File: config.mk
export PLATFORM = sky130hd
export DESIGN_NAME = sipo_pack_flat
export DESIGN_NICKNAME = d
export VERILOG_FILES = /design/src/rtl/sipo_pack_if.sv /design/src/rtl/sipo_pack.sv /design/src/flat_wrapper.sv
export SDC_FILE = /design/constraint.sdc
export NUM_CORES = 1
export LEC_CHECK = 0
export CORE_MARGIN = 1.5
export CORE_UTILIZATION = 45
export CTS_CLUSTER_DIAMETER = 150
export DETAILED_ROUTE_END_ITERATION = 10
export GPL_TIMING_DRIVEN = 0
export PLACE_DENSITY = 0.64
export SLEW_MARGIN = 20
export SYNTH_ARGS = -nofsm -noshare
export SYNTH_HDL_FRONTEND = slang
export SYNTH_SLANG_ARGS = --single-unit
File: constraint.sdc
create_clock -name clk -period 1.9 [get_ports clk]
set_clock_uncertainty 0.1 [all_clocks]
set_input_delay 0.38 -clock clk [delete_from_list [all_inputs] [get_ports clk]]
set_output_delay 0.38 -clock clk [all_outputs]
set_load 0.02 [all_outputs]
File: src/rtl/sipo_pack_if.sv
// Stream bundle for sipo_pack: word input side and packed-block output side.
// The packer uses the slave modport, the producer/consumer pair uses master.
interface sipo_pack_if #(
  parameter int IN_W      = 8,
  parameter int NUM_WORDS = 16
);
  localparam int OUT_W = IN_W * NUM_WORDS;
  localparam int CNT_W = $clog2(NUM_WORDS + 1);

  logic             in_valid;
  logic             in_ready;
  logic [IN_W-1:0]  in_data;
  logic             in_last;
  logic             out_valid;
  logic             out_ready;
  logic [OUT_W-1:0] out_data;
  logic [CNT_W-1:0] out_words;

  modport master (
    output in_valid, in_data, in_last, out_ready,
    input  in_ready, out_valid, out_data, out_words
  );

  modport slave (
    input  in_valid, in_data, in_last, out_ready,
    output in_ready, out_valid, out_data, out_words
  );
endinterface

File: src/rtl/sipo_pack.sv
// Serial-in/parallel-out packer: gathers NUM_WORDS words (or a short in_last block) into one block,
// then hands it to a separate output holding register so the collector can refill under back-pressure.
module sipo_pack #(
  parameter int IN_W      = 8,
  parameter int NUM_WORDS = 16,
  parameter int OUT_W     = IN_W * NUM_WORDS,
  parameter bit LSB_FIRST = 1'b1,
  parameter int CNT_W     = $clog2(NUM_WORDS + 1)
) (
  input logic        clk,
  input logic        reset,
  input logic        clear,
  sipo_pack_if.slave bus
);

  logic [OUT_W-1:0] coll;
  logic [OUT_W-1:0] out_data_q;
  logic [CNT_W-1:0] cnt;
  logic [CNT_W-1:0] out_words_q;
  logic             done;
  logic             out_valid_q;
  logic             accept;
  logic             xfer;
  logic             ends_block;

  // Bit offset of slot k inside the block, according to word placement order.
  function automatic int slot_lo(input int k);
    return LSB_FIRST ? (k * IN_W) : (OUT_W - (k + 1) * IN_W);
  endfunction

  assign accept     = bus.in_valid && !done;
  assign xfer       = done && (!out_valid_q || bus.out_ready);
  assign ends_block = bus.in_last || (cnt == CNT_W'(NUM_WORDS - 1));

  assign bus.in_ready  = !done;
  assign bus.out_valid = out_valid_q;
  assign bus.out_data  = out_data_q;
  assign bus.out_words = out_words_q;

  always_ff @(posedge clk) begin
    if (reset || clear) begin
      coll        <= '0;
      cnt         <= '0;
      done        <= 1'b0;
      out_data_q  <= '0;
      out_words_q <= '0;
      out_valid_q <= 1'b0;
    end else if (xfer) begin
      // cnt already counts the final word, so it is the block's word count.
      out_data_q  <= coll;
      out_words_q <= cnt;
      out_valid_q <= 1'b1;
      coll        <= '0;
      cnt         <= '0;
      done        <= 1'b0;
    end else begin
      if (out_valid_q && bus.out_ready) begin
        out_valid_q <= 1'b0;
      end
      if (accept) begin
        for (int k = 0; k < NUM_WORDS; k++) begin
          if (cnt == CNT_W'(k)) begin
            coll[slot_lo(k) +: IN_W] <= bus.in_data;
          end
        end
        cnt <= cnt + CNT_W'(1);
        if (ends_block) begin
          done <= 1'b1;
        end
      end
    end
  end

endmodule

File: src/flat_wrapper.sv
// flat-port wrapper written by rule: the top's interface ports become plain ports
module sipo_pack_flat 
#(
  parameter int IN_W      = 8,
  parameter int NUM_WORDS = 16,
  parameter int OUT_W     = IN_W * NUM_WORDS,
  parameter bit LSB_FIRST = 1'b1,
  parameter int CNT_W     = $clog2(NUM_WORDS + 1)
)
  (clk, reset, clear, bus_in_valid, bus_in_data, bus_in_last, bus_out_ready, bus_in_ready, bus_out_valid, bus_out_data, bus_out_words);
  sipo_pack_if #(.IN_W(IN_W), .NUM_WORDS(NUM_WORDS)) bus_i ();
  input logic clk;
  input logic reset;
  input logic clear;
  input wire logic [$bits(bus_i.in_valid)-1:0] bus_in_valid;
  input wire logic [$bits(bus_i.in_data)-1:0] bus_in_data;
  input wire logic [$bits(bus_i.in_last)-1:0] bus_in_last;
  input wire logic [$bits(bus_i.out_ready)-1:0] bus_out_ready;
  output wire logic [$bits(bus_i.in_ready)-1:0] bus_in_ready;
  output wire logic [$bits(bus_i.out_valid)-1:0] bus_out_valid;
  output wire logic [$bits(bus_i.out_data)-1:0] bus_out_data;
  output wire logic [$bits(bus_i.out_words)-1:0] bus_out_words;
  assign bus_i.in_valid = bus_in_valid;
  assign bus_i.in_data = bus_in_data;
  assign bus_i.in_last = bus_in_last;
  assign bus_i.out_ready = bus_out_ready;
  assign bus_in_ready = bus_i.in_ready;
  assign bus_out_valid = bus_i.out_valid;
  assign bus_out_data = bus_i.out_data;
  assign bus_out_words = bus_i.out_words;
  sipo_pack #(.IN_W(IN_W), .NUM_WORDS(NUM_WORDS), .OUT_W(OUT_W), .LSB_FIRST(LSB_FIRST), .CNT_W(CNT_W)) u_core (.clk(clk), .reset(reset), .clear(clear), .bus(bus_i));
endmodule
; Yosys cells after proc, flatten, opt, wreduce, memory -nomap -nowiden
; Cells that the tools add are included.
[totals]
input_bits = 14
output_inout_bits = 135
elab_cells = 67
ff_bits = 268
[classes]
n_reduce_logical = 28
muxes = 2
add_sub_neg = 1
eq_ne = 15
[ops]
columns = op, n
row1 = 5-bit by 4-bit equality test with 1-bit output (second input constant), 8
row2 = 2-bit AND reduction, 17
row3 = 5-bit by 3-bit equality test with 1-bit output (second input constant), 4
row4 = 5-bit by 2-bit equality test with 1-bit output (second input constant), 2
row5 = 5-bit by 1-bit adder with 5-bit output (second input constant), 1
row6 = 5-bit by 1-bit equality test with 1-bit output (second input constant), 1
row7 = 5-bit logical NOT, 1
row8 = 1-bit logical AND, 3
row9 = 1-bit logical OR, 3
row10 = 1-bit logical NOT, 2
row11 = 1-bit 2-to-1 mux, 2
row12 = 2-bit nonzero test, 1
row13 = 2-bit OR reduction, 1

; Logic depth before layout (Yosys ltp)
; Gate-level depths: netlist of the first run.
[depth]
depth_word = 4
ltp_mapped = 7
ltp_nobuf = 6

; Worst setup path before layout of the first run
; OpenSTA, ideal clock, no wires.
[synth_path]
path_type = register to register
startpoint = reg u_core.cnt[0]
endpoint = reg u_core.coll[127]
stages_incl_launch_ff = 8
path_buffers = 1
period_less_slack_ps = 1750
t_required_ps = 1670
slack_ps = 150
arrival_time_ps = 1520
setup_time_ps = 130
cell_sequence = dfxtp_1 > ha_1 > and3_1 > ha_1 > clkbuf_1 > nand3b_1 > nand2_1 > a21oi_1
[synth_between]
elab_chain_cells = 2
[synth_rtl]
columns = item, line
row1 = "start, declared", sipo_pack.sv:18  ; logic [CNT_W-1:0] cnt;
row2 = "start signal, assigned", sipo_pack.sv:66  ; cnt <= cnt + CNT_W'(1);
row3 = 5-bit by 4-bit equality test with 1-bit output, sipo_pack.sv:62  ; if (cnt == CNT_W'(k)) begin
row4 = 2-bit AND reduction (no source line), --
row5 = "end signal, assigned by index", sipo_pack.sv:63  ; coll[slot_lo(k) +: IN_W] <= bus.in_data;
row6 = "end, declared", sipo_pack.sv:16  ; logic [OUT_W-1:0] coll;
; No other way between the ends.
; A chain may end at the register's enable or synchronous reset.

; Worst setup path in the final report of the first run
[layout_path]
startpoint = reg u_core.done
endpoint = out bus_in_ready
[layout_between]
elab_chain_cells = 1
[layout_rtl]
columns = item, line
row1 = "start, declared", sipo_pack.sv:20  ; logic done;
row2 = "start signal, assigned", sipo_pack.sv:44  ; done <= 1'b0;
row3 = "start signal, assigned", sipo_pack.sv:55  ; done <= 1'b0;
row4 = "start signal, assigned", sipo_pack.sv:68  ; done <= 1'b1;
row5 = 1-bit logical NOT, sipo_pack.sv:35  ; assign bus.in_ready = !done;
row6 = "end, declared", flat_wrapper.sv:19  ; output wire logic [$bits(bus_i.in_ready)-1:0] bus_in_ready;
; No other way between the ends.

==> flow_metrics.tcl, run 1 <==
set metrics [dict create \
    grt_max_degree 15 \
    antenna_found_initial 0 \
    hold_ws_ns 0.363 \
    max-cap-violations 0 \
    die_h_microns 157 \
    crit_type "reg -> out" \
    power_density_nw_per_um2 860 \
    hold_viol 0 \
    critical_path_required_ns 1.42 \
    design_area_sq_um 13600 \
    worst_slew_pin_slew_ns 0.602 \
    cp_slowest_stage_delay_ns 0.37 \
    start_util_pct 45.7 \
    synthesis.area_sq_um 10700 \
    synth_seq_cells 268 \
    io_buffers 148 \
    clkTransAtPathRegs_ns 0.06 \
    r2r_slack_ns 0.01 \
    drt-total-wl_mm 30.0 \
    drc 0 \
    antenna_left 0 \
    drive_above_1_share_pct 13.3 \
    dp_hpwl_mm 20.4 \
    setup_viol 1 \
    min_period_ns 1.92 \
    clk_latency_ns 0.54 \
    synth_cell_types 34 \
    min_path_type "reg -> reg" \
    setup_tns_ns -0.0224 \
    slowest_stage "dfxtp_4" \
    via_per_inst 5.60 \
    drt_iter0_drc 677 \
    dpl_worst_slack_ns -0.586 \
    arrival_ns 1.44 \
    cts_hold_buf 0 \
    post_dp_cell_area_sq_um 12600 \
    cts-root-buf "clkbuf_16" \
    max_freq_ghz 0.520 \
    grt_pass1_wl_mm 46.5 \
    fp.dieW_microns 157 \
    path_max_fanout 7 \
    grt.overflow.total 0 \
    dr.pass1.iters 5 \
    clockBufferDepth 3 \
    ir_worst_vdd_uv 536 \
    critPathLaunchType "flip-flop" \
    fin_crit_sh_pct 101 \
    worst_path_most_repeated_cell "buf_8" \
    p_leak_nw 5.82 \
    slew_headroom_pct 59.9 \
    rows 56 \
    cts_num_sinks 268 \
    synth_area_per_cell_sq_um 9.48 \
    gr-usage-all-layers_pct 23.7 \
    synth_cells 1132 \
    antenna_cells 0 \
    finalMaxSlewViolations 0 \
    cts_buffers 29 \
    ys_warn_count 0 \
    path_cells "inv_4, buf_8, buf_8, buf_8, buf_6" \
    grt_pass1_vias 8693 \
    finalPower_mw 11.7 \
    htreeDepth 1 \
    final_net_count 1344 \
    violations "negative setup slack" \
    cts_tree "yes" \
    num_vias 9315 \
    rsz0062_at_grt "yes" \
    ios 149 \
    syn_to_final_growth_pct 26.4 \
    layout_commonest_cell "dfxtp_1" \
    core_area_sq_um 23500 \
    setup_ws_ns -0.0224 \
    critPathCaptureType "output port" \
    wl_per_cell_microns 18.1 \
    ys_seq_area_share_pct 50.0 \
    gp_congestion 0.819 \
    die_area_sq_um 24800 \
    final_cell_mix "dfxtp_1 (266), a21oi_1 (145), nand3_1 (142)" \
    status "finished with violations" \
    syn_nets 1152 \
]
==> flip-flops by register name (all words and copies together) (netlist names) <==
name,count
u_core.coll,128
u_core.bus.out_words,5
u_core.done,1
u_core.bus.out_data,128
u_core.bus.out_valid,1
u_core.cnt,5
==> routing by layer <==
layer  vias up  routed length [microns]  track usage [%]
met2       238                    13700             37.6
met5         -                        0                0
met1      4483                    14400             34.2
li1       4549                        -                -
met3        45                     1450             2.75
met4         0                      532             6.06
==> Yosys cell counts <==
library cell	instances	share of area [%]
dfxtp_1	268	50
a21oi_1	145	6.8
nand3_1	142	6.6
o21ai_0	135	6.3
mux2i_1	120	11
o211ai_1	120	8.4
buf_2	81	3.8
clkbuf_1	43	1.5
nand2_1	14	0.49
buf_4	8	0.56
nand2_2	8	0.47
o211ai_2	7	0.82
ha_1	6	0.70
nor2_1	5	0.17
nor2b_1	4	0.23
inv_1	3	0.10
and3_1	2	0.12
and4bb_1	2	0.23
buf_6	2	0.21
nand2b_1	2	0.12
nand3b_1	2	0.14
a211oi_1	1	0.070
and4bb_2	1	0.12
buf_1	1	0.035
inv_2	1	0.035
nand3_2	1	0.093
nand3_4	1	0.16
nor4bb_1	1	0.093
o211ai_4	1	0.20
o21ai_1	1	0.047
or2_2	1	0.058
or3_1	1	0.058
xnor2_1	1	0.082
xor2_1	1	0.082
==> power breakdown <==
part | total [mW] | internal [mW] | switching (mW) | leakage [nW]
logic | 0.463 | 0.132 | 0.331 | 3.19
clock network | 5.56 | 3.31 | 2.25 | 0.473
registers | 5.64 | 5.63 | 0.0119 | 2.16
==> critical path, delay by kind of cell, from the launching register on <==
family                 cells  cell delay [ns]
DFF                        1             0.37
buffers and inverters      5             0.53
==> layout make-up <==
type                       count  area [sq um]
buffer                       134           687
clock buffer                  44           882
clock inverter                 7          63.8
fill                        2179          9910
inverter                       4          17.5
multi-input combinational    725          4730
sequential                   268          5370
tap                          319           399
timing repair buffer         162          1420
==> worst paths after layout <==
path	depth (start not counted)	from	end
min	2	u_core.coll[124]	u_core.coll[124]
max reg2reg	6	u_core.done	u_core.coll[91]
max	5	u_core.done	bus_in_ready
min reg2reg	2	u_core.coll[124]	u_core.coll[124]
==> what timing repair did <==
item,4_1_cts,5_1_grt
setup endpoints to repair,260,60
buffers inserted,2,12
pin swaps,0,2
resized for setup,148,14
==> metrics by stage <==
| stage | std cells | utilization [%] |
|---|---|---|
| final | 1663 | 57.8 |
| after global routing | 1663 | 57.8 |
| after CTS | 1651 | 57.2 |
| after detailed placement | 1599 | 53.7 |
| after global placement | 1599 | 53.7 |
| after floorplan | 1132 | - |
==> logic make-up after synthesis <==
kind of cell | count (synthesis) | share of synthesized area, %
compound gates | 410 | 22.6
flops | 268 | 50.0
simple gates | 187 | 9.17
buf+inv | 139 | 6.22
mux | 120 | 11.2
fa+ha+maj | 6 | 0.699
xor+xnor | 2 | 0.163
Note: power is estimated with default switching activity, not from simulation.
==> run 2: changes to the inputs <==
--- a/config.mk
+++ b/config.mk
@@ -5,13 +5,16 @@
 export SDC_FILE = /design/constraint.sdc
 export NUM_CORES = 1
 export LEC_CHECK = 0
+export CAP_MARGIN = 10
 export CORE_MARGIN = 1.5
 export CORE_UTILIZATION = 45
 export CTS_CLUSTER_DIAMETER = 150
 export DETAILED_ROUTE_END_ITERATION = 10
 export GPL_TIMING_DRIVEN = 0
 export PLACE_DENSITY = 0.64
+export SKIP_LAST_GASP = 1
 export SLEW_MARGIN = 20
 export SYNTH_ARGS = -nofsm -noshare
 export SYNTH_HDL_FRONTEND = slang
 export SYNTH_SLANG_ARGS = --single-unit
+export TNS_END_PERCENT = 5
==> flow_metrics.tcl, run 2 (synthesis results as in run 1) <==
set metrics [dict create \
    status "finished with violations" \
    violations "negative setup slack" \
    setup_tns_ns -7.70 \
    clk_latency_ns 0.54 \
    clockBufferDepth 3 \
    antenna_left 0 \
    grt_max_degree 15 \
    gr-usage-all-layers_pct 23.6 \
    min_period_ns 2.07 \
    cts_tree "yes" \
    arrival_ns 1.59 \
    worstSetupStartpoint "u_core.done" \
    critPathLaunchType "flip-flop" \
    path_max_fanout 10 \
    ir_worst_vdd_uv 537 \
    worst_slew_pin_slew_ns 0.608 \
    max-cap-violations 0 \
    hold_ws_ns 0.362 \
    die_h_microns 157 \
    post-route-util_pct 58.0 \
    htreeDepth 1 \
    core_area_sq_um 23500 \
    seq_area_sq_um 5370 \
    num_vias 9249 \
    power_density_nw_per_um2 856 \
    critical_path_required_ns 1.42 \
    slew_headroom_pct 59.5 \
    min_path_type "reg -> reg" \
    critPathCaptureType "output port" \
    rows 56 \
    crit_type "reg -> out" \
    via_per_inst 5.60 \
    drt-total-wl_mm 29.9 \
    multi_input_area_sq_um 4700 \
    dr.pass1.iters 5 \
    setup_ws_ns -0.172 \
    r2r_end "u_core.coll[93]" \
    gp_congestion 0.819 \
    syn_to_final_growth_pct 26.7 \
    setup_viol 151 \
    r2r_start "u_core.bus.out_valid" \
    final_cell_mix "dfxtp_1 (267), a21oi_1 (145), nand3_1 (142), clkdlybuf4s50_1 (142), o21ai_0 (135)" \
    io_buffers 148 \
    path_cells "inv_2, buf_8, buf_8, buf_6, buf_4" \
    cts_num_sinks 268 \
    dp_hpwl_mm 20.4 \
    antenna_found_initial 0 \
    start_util_pct 45.7 \
    r2r_slack_ns -0.11 \
    die_area_sq_um 24800 \
    rr_worst_depth 6 \
    cts-root-buf "clkbuf_16" \
    slowest_stage "dfxtp_2" \
    path_buf_inv 5 \
    fin_crit_sh_pct 109 \
    hold_start "u_core.coll[125]" \
    post_dp_cell_area_sq_um 12600 \
    ios 149 \
    layout_commonest_cell "dfxtp_1" \
    drc 0 \
    antenna_cells 0 \
    design_area_sq_um 13600 \
    grt_pass1_vias 8662 \
    finalMaxSlewViolations 0 \
    max_freq_ghz 0.483 \
    rsz0062_at_grt "yes" \
    grt_pass1_wl_mm 46.4 \
    fp.dieW_microns 157 \
    wl_per_cell_microns 18.1 \
    min_path_cells 2 \
    cp_top_family "buffers and inverters" \
    final_net_count 1332 \
    nFillCells 2121 \
    cts_hold_buf 0 \
    drt_iter0_drc 662 \
    dpl_worst_slack_ns -0.586 \
    hold_viol 0 \
    cp_slowest_stage_delay_ns 0.35 \
    grt.overflow.total 0 \
    drive_above_1_share_pct 12.2 \
    p_leak_nw 5.20 \
    hold_end "u_core.coll[125]" \
    cts_buffers 29 \
    clkTransAtPathRegs_ns 0.06 \
    worst_path_most_repeated_cell "buf_8" \
]
-- run 2: how the worst max path moves through the flow --
stage	end	cells past startpoint	slack [ns]
after detailed placement	u_core.coll[93]	7	-0.59
after floorplan	u_core.coll[127]	7	0.15
final	bus_in_ready	5	-0.17
after CTS	bus_in_ready	5	-0.22
after global routing	bus_in_ready	5	-0.22
after global placement	u_core.coll[53]	7	-0.56
-- run 2: worst register-to-register path, stage by stage, from the launching register on --
cell,delay (ns)
dfxtp_1,0.36
nor2b_1,0.15
buf_4,0.18
buf_4,0.22
o211ai_2,0.45
buf_4,0.32
mux2i_1,0.11
-- run 2: routing by layer --
metal  part of all wire [%]  GRT usage [%]  vias up
li1                       -              -     4517
met1                     48           34.2     4462
met2                     46           37.3      223
met3                    5.0           2.75       47
met4                    1.7           5.97        0
met5                      0              0        -
-- run 2: power by group --
| group | internal, mW | switching [mW] |
|---|---|---|
| sequential | 5.63 | 0.0122 |
| clock | 3.31 | 2.26 |
| combinational | 0.117 | 0.325 |
| total | 9.05 | 2.59 |
-- run 2: through the flow --
stage                     cells  power (mW)
after floorplan            1132        6.03
after global placement     1599        6.20
after detailed placement   1599        6.20
after CTS                  1651        11.7
after global routing       1651        12.0
final                      1651        11.6
-- run 2: layout make-up --
| type | instances | area share (%) |
|---|---|---|
| buffer | 134 | 4.93 |
| clock buffer | 44 | 6.48 |
| timing repair buffer | 150 | 11.1 |
| sequential | 268 | 39.4 |
| inverter | 4 | 0.110 |
| clock inverter | 7 | 0.469 |
| tap | 319 | 2.93 |
| multi-input combinational | 725 | 34.6 |
-- run 2: timing repair --
item | in CTS | in global routing
resized for setup | 11 | 7
gates cloned | 0 | 0
setup endpoints to repair | 260 | 195
buffers inserted | 2 | 0
==> run 3: changes to the inputs <==
--- a/config.mk
+++ b/config.mk
@@ -17,4 +17,3 @@
 export SYNTH_ARGS = -nofsm -noshare
 export SYNTH_HDL_FRONTEND = slang
 export SYNTH_SLANG_ARGS = --single-unit
-export TNS_END_PERCENT = 5
==> flow_metrics.tcl, run 3 (synthesis results as in run 1) <==
set metrics [dict create \
    antenna_cells 0 \
    dp_hpwl_mm 20.4 \
    layout_commonest_cell "dfxtp_1" \
    worst_slew_pin_slew_ns 0.592 \
    via_per_inst 5.60 \
    cts_tree "yes" \
    post-route-util_pct 57.8 \
    path_cells "inv_4, buf_8, buf_8, buf_8, buf_6" \
    max_freq_ghz 0.518 \
    grt_max_degree 15 \
    final_net_count 1345 \
    num_vias 9324 \
    final_cell_mix "dfxtp_1 (266), a21oi_1 (145), nand3_1 (142)" \
    antenna_found_initial 0 \
    max-cap-violations 0 \
    switching_power_mw 2.59 \
    slew_headroom_pct 60.6 \
    start_util_pct 45.7 \
    rsz0062_at_grt "yes" \
    htreeDepth 1 \
    post_dp_cell_area_sq_um 12600 \
    gp_congestion 0.819 \
    cts_hold_buf 0 \
    arrival_ns 1.45 \
    critPathLaunchType "flip-flop" \
    die_area_sq_um 24800 \
    min_path_type "reg -> reg" \
    combPwrFrac_pct 4.0 \
    clkTransAtPathRegs_ns 0.06 \
    cts-root-buf "clkbuf_16" \
    path_buf_inv 5 \
    p_sw_share_pct 22.2 \
    worstSetupStartpoint "u_core.done" \
    syn_to_final_growth_pct 26.4 \
    grt_pass1_wl_mm 46.5 \
    io_buffers 148 \
    fin_crit_sh_pct 102 \
    cts_buffers 29 \
    rows 56 \
    path_max_fanout 7 \
    finalMaxSlewViolations 0 \
    critical_path_required_ns 1.42 \
    grt_pass1_vias 8688 \
    clockBufferDepth 3 \
    rr_worst_depth 6 \
    gr-usage-all-layers_pct 23.7 \
    critPathCapture "bus_in_ready" \
    status "finished with violations" \
    r2r_slack_ns -0.01 \
    dr.pass1.iters 5 \
    antenna_left 0 \
    fp.dieW_microns 157 \
    p_seq_share_pct 48.4 \
    slowest_stage "dfxtp_4" \
    hold_viol 0 \
    dpl_worst_slack_ns -0.586 \
    setup_ws_ns -0.0302 \
    power_density_nw_per_um2 859 \
    drc 0 \
    clk_latency_ns 0.54 \
    worst_path_most_repeated_cell "buf_8" \
    drt_iter0_drc 764 \
    cts_num_sinks 268 \
    ir_worst_vdd_uv 540 \
    cellInternalPower_mw 9.07 \
    cp_top_family "buffers and inverters" \
    die_h_microns 157 \
    core_area_sq_um 23500 \
    min_period_ns 1.93 \
    setup_viol 4 \
    path_depth 5 \
    critPathCaptureType "output port" \
    drt-total-wl_mm 30.2 \
    crit_type "reg -> out" \
    pwr-share-clk_pct 47.6 \
    grt.overflow.total 0 \
    ios 149 \
    r2r_end "u_core.coll[91]" \
    finalPower_mw 11.7 \
    wl_per_cell_microns 18.1 \
    r2r_start "u_core.done" \
    nFillCells 2178 \
    design_area_sq_um 13600 \
    p_leak_nw 5.83 \
    drive_above_1_share_pct 13.4 \
    violations "negative setup slack" \
    cp_slowest_stage_delay_ns 0.37 \
]
run 3: repair_timing:
item,4_1_cts,5_1_grt
pin swaps,0,2
setup endpoints to repair,260,60
gates resized for setup,145,17
gates cloned,0,0
setup buffers,2,13
run 3: layout make-up:
cell class	count	area (sq um)	area share, %
multi-input cells	725	4730	34.8
repair buffers	163	1430	10.5
flip-flops and latches	268	5370	39.6
clock inverters	7	63.8	0.470
plain buffers	134	687	5.06
well taps	319	399	2.94
inverters	4	17.5	0.129
clock buffers	44	882	6.50
run 3: per-layer routing:
| layer | GRT usage, % | share of wire (%) | up-vias |
|---|---|---|---|
| li1 | - | - | 4550 |
| met3 | 2.75 | 4.7 | 49 |
| met2 | 37.6 | 46 | 250 |
| met4 | 5.97 | 1.8 | 0 |
| met5 | 0 | 0 | - |
| met1 | 34.2 | 48 | 4475 |
run 3: tightest hold or removal path, cell delays in order (launching register included):
cell	delay [ns]
dfxtp_1	0.31
nand2_1	0.05
a21oi_1	0.05
run 3: through the flow:
step / setup TNS [ns] / hold WS [ns] / cells
after floorplan: 0 / 0.337 / 1132
after global placement: -84.90 / 0.344 / 1599
after detailed placement: -91.24 / 0.353 / 1599
after CTS: -0.840 / 0.361 / 1651
after global routing: -0.243 / 0.382 / 1664
final: -0.0400 / 0.361 / 1664
run 3: power groups by stage:
stage	clock [mW]	sequential (mW)	combinational [mW]
2_1_floorplan	0	5.76	0.266
3_3_place_gp	0	5.77	0.432
3_5_place_dp	0	5.77	0.433
4_1_cts	5.62	5.64	0.437
5_1_grt	5.90	5.64	0.495
6_report	5.55	5.64	0.465
run 3: worst min path at each step:
stage / startpoint / to / slack, ns / cells past startpoint
after floorplan: u_core.coll[120] / u_core.coll[120] / 0.34 / 2
after detailed placement: u_core.coll[127] / u_core.coll[127] / 0.35 / 2
after CTS: u_core.coll[125] / u_core.coll[125] / 0.36 / 2
after global routing: u_core.coll[125] / u_core.coll[125] / 0.38 / 2
final: u_core.coll[125] / u_core.coll[125] / 0.36 / 2
after global placement: u_core.coll[124] / u_core.coll[124] / 0.34 / 2
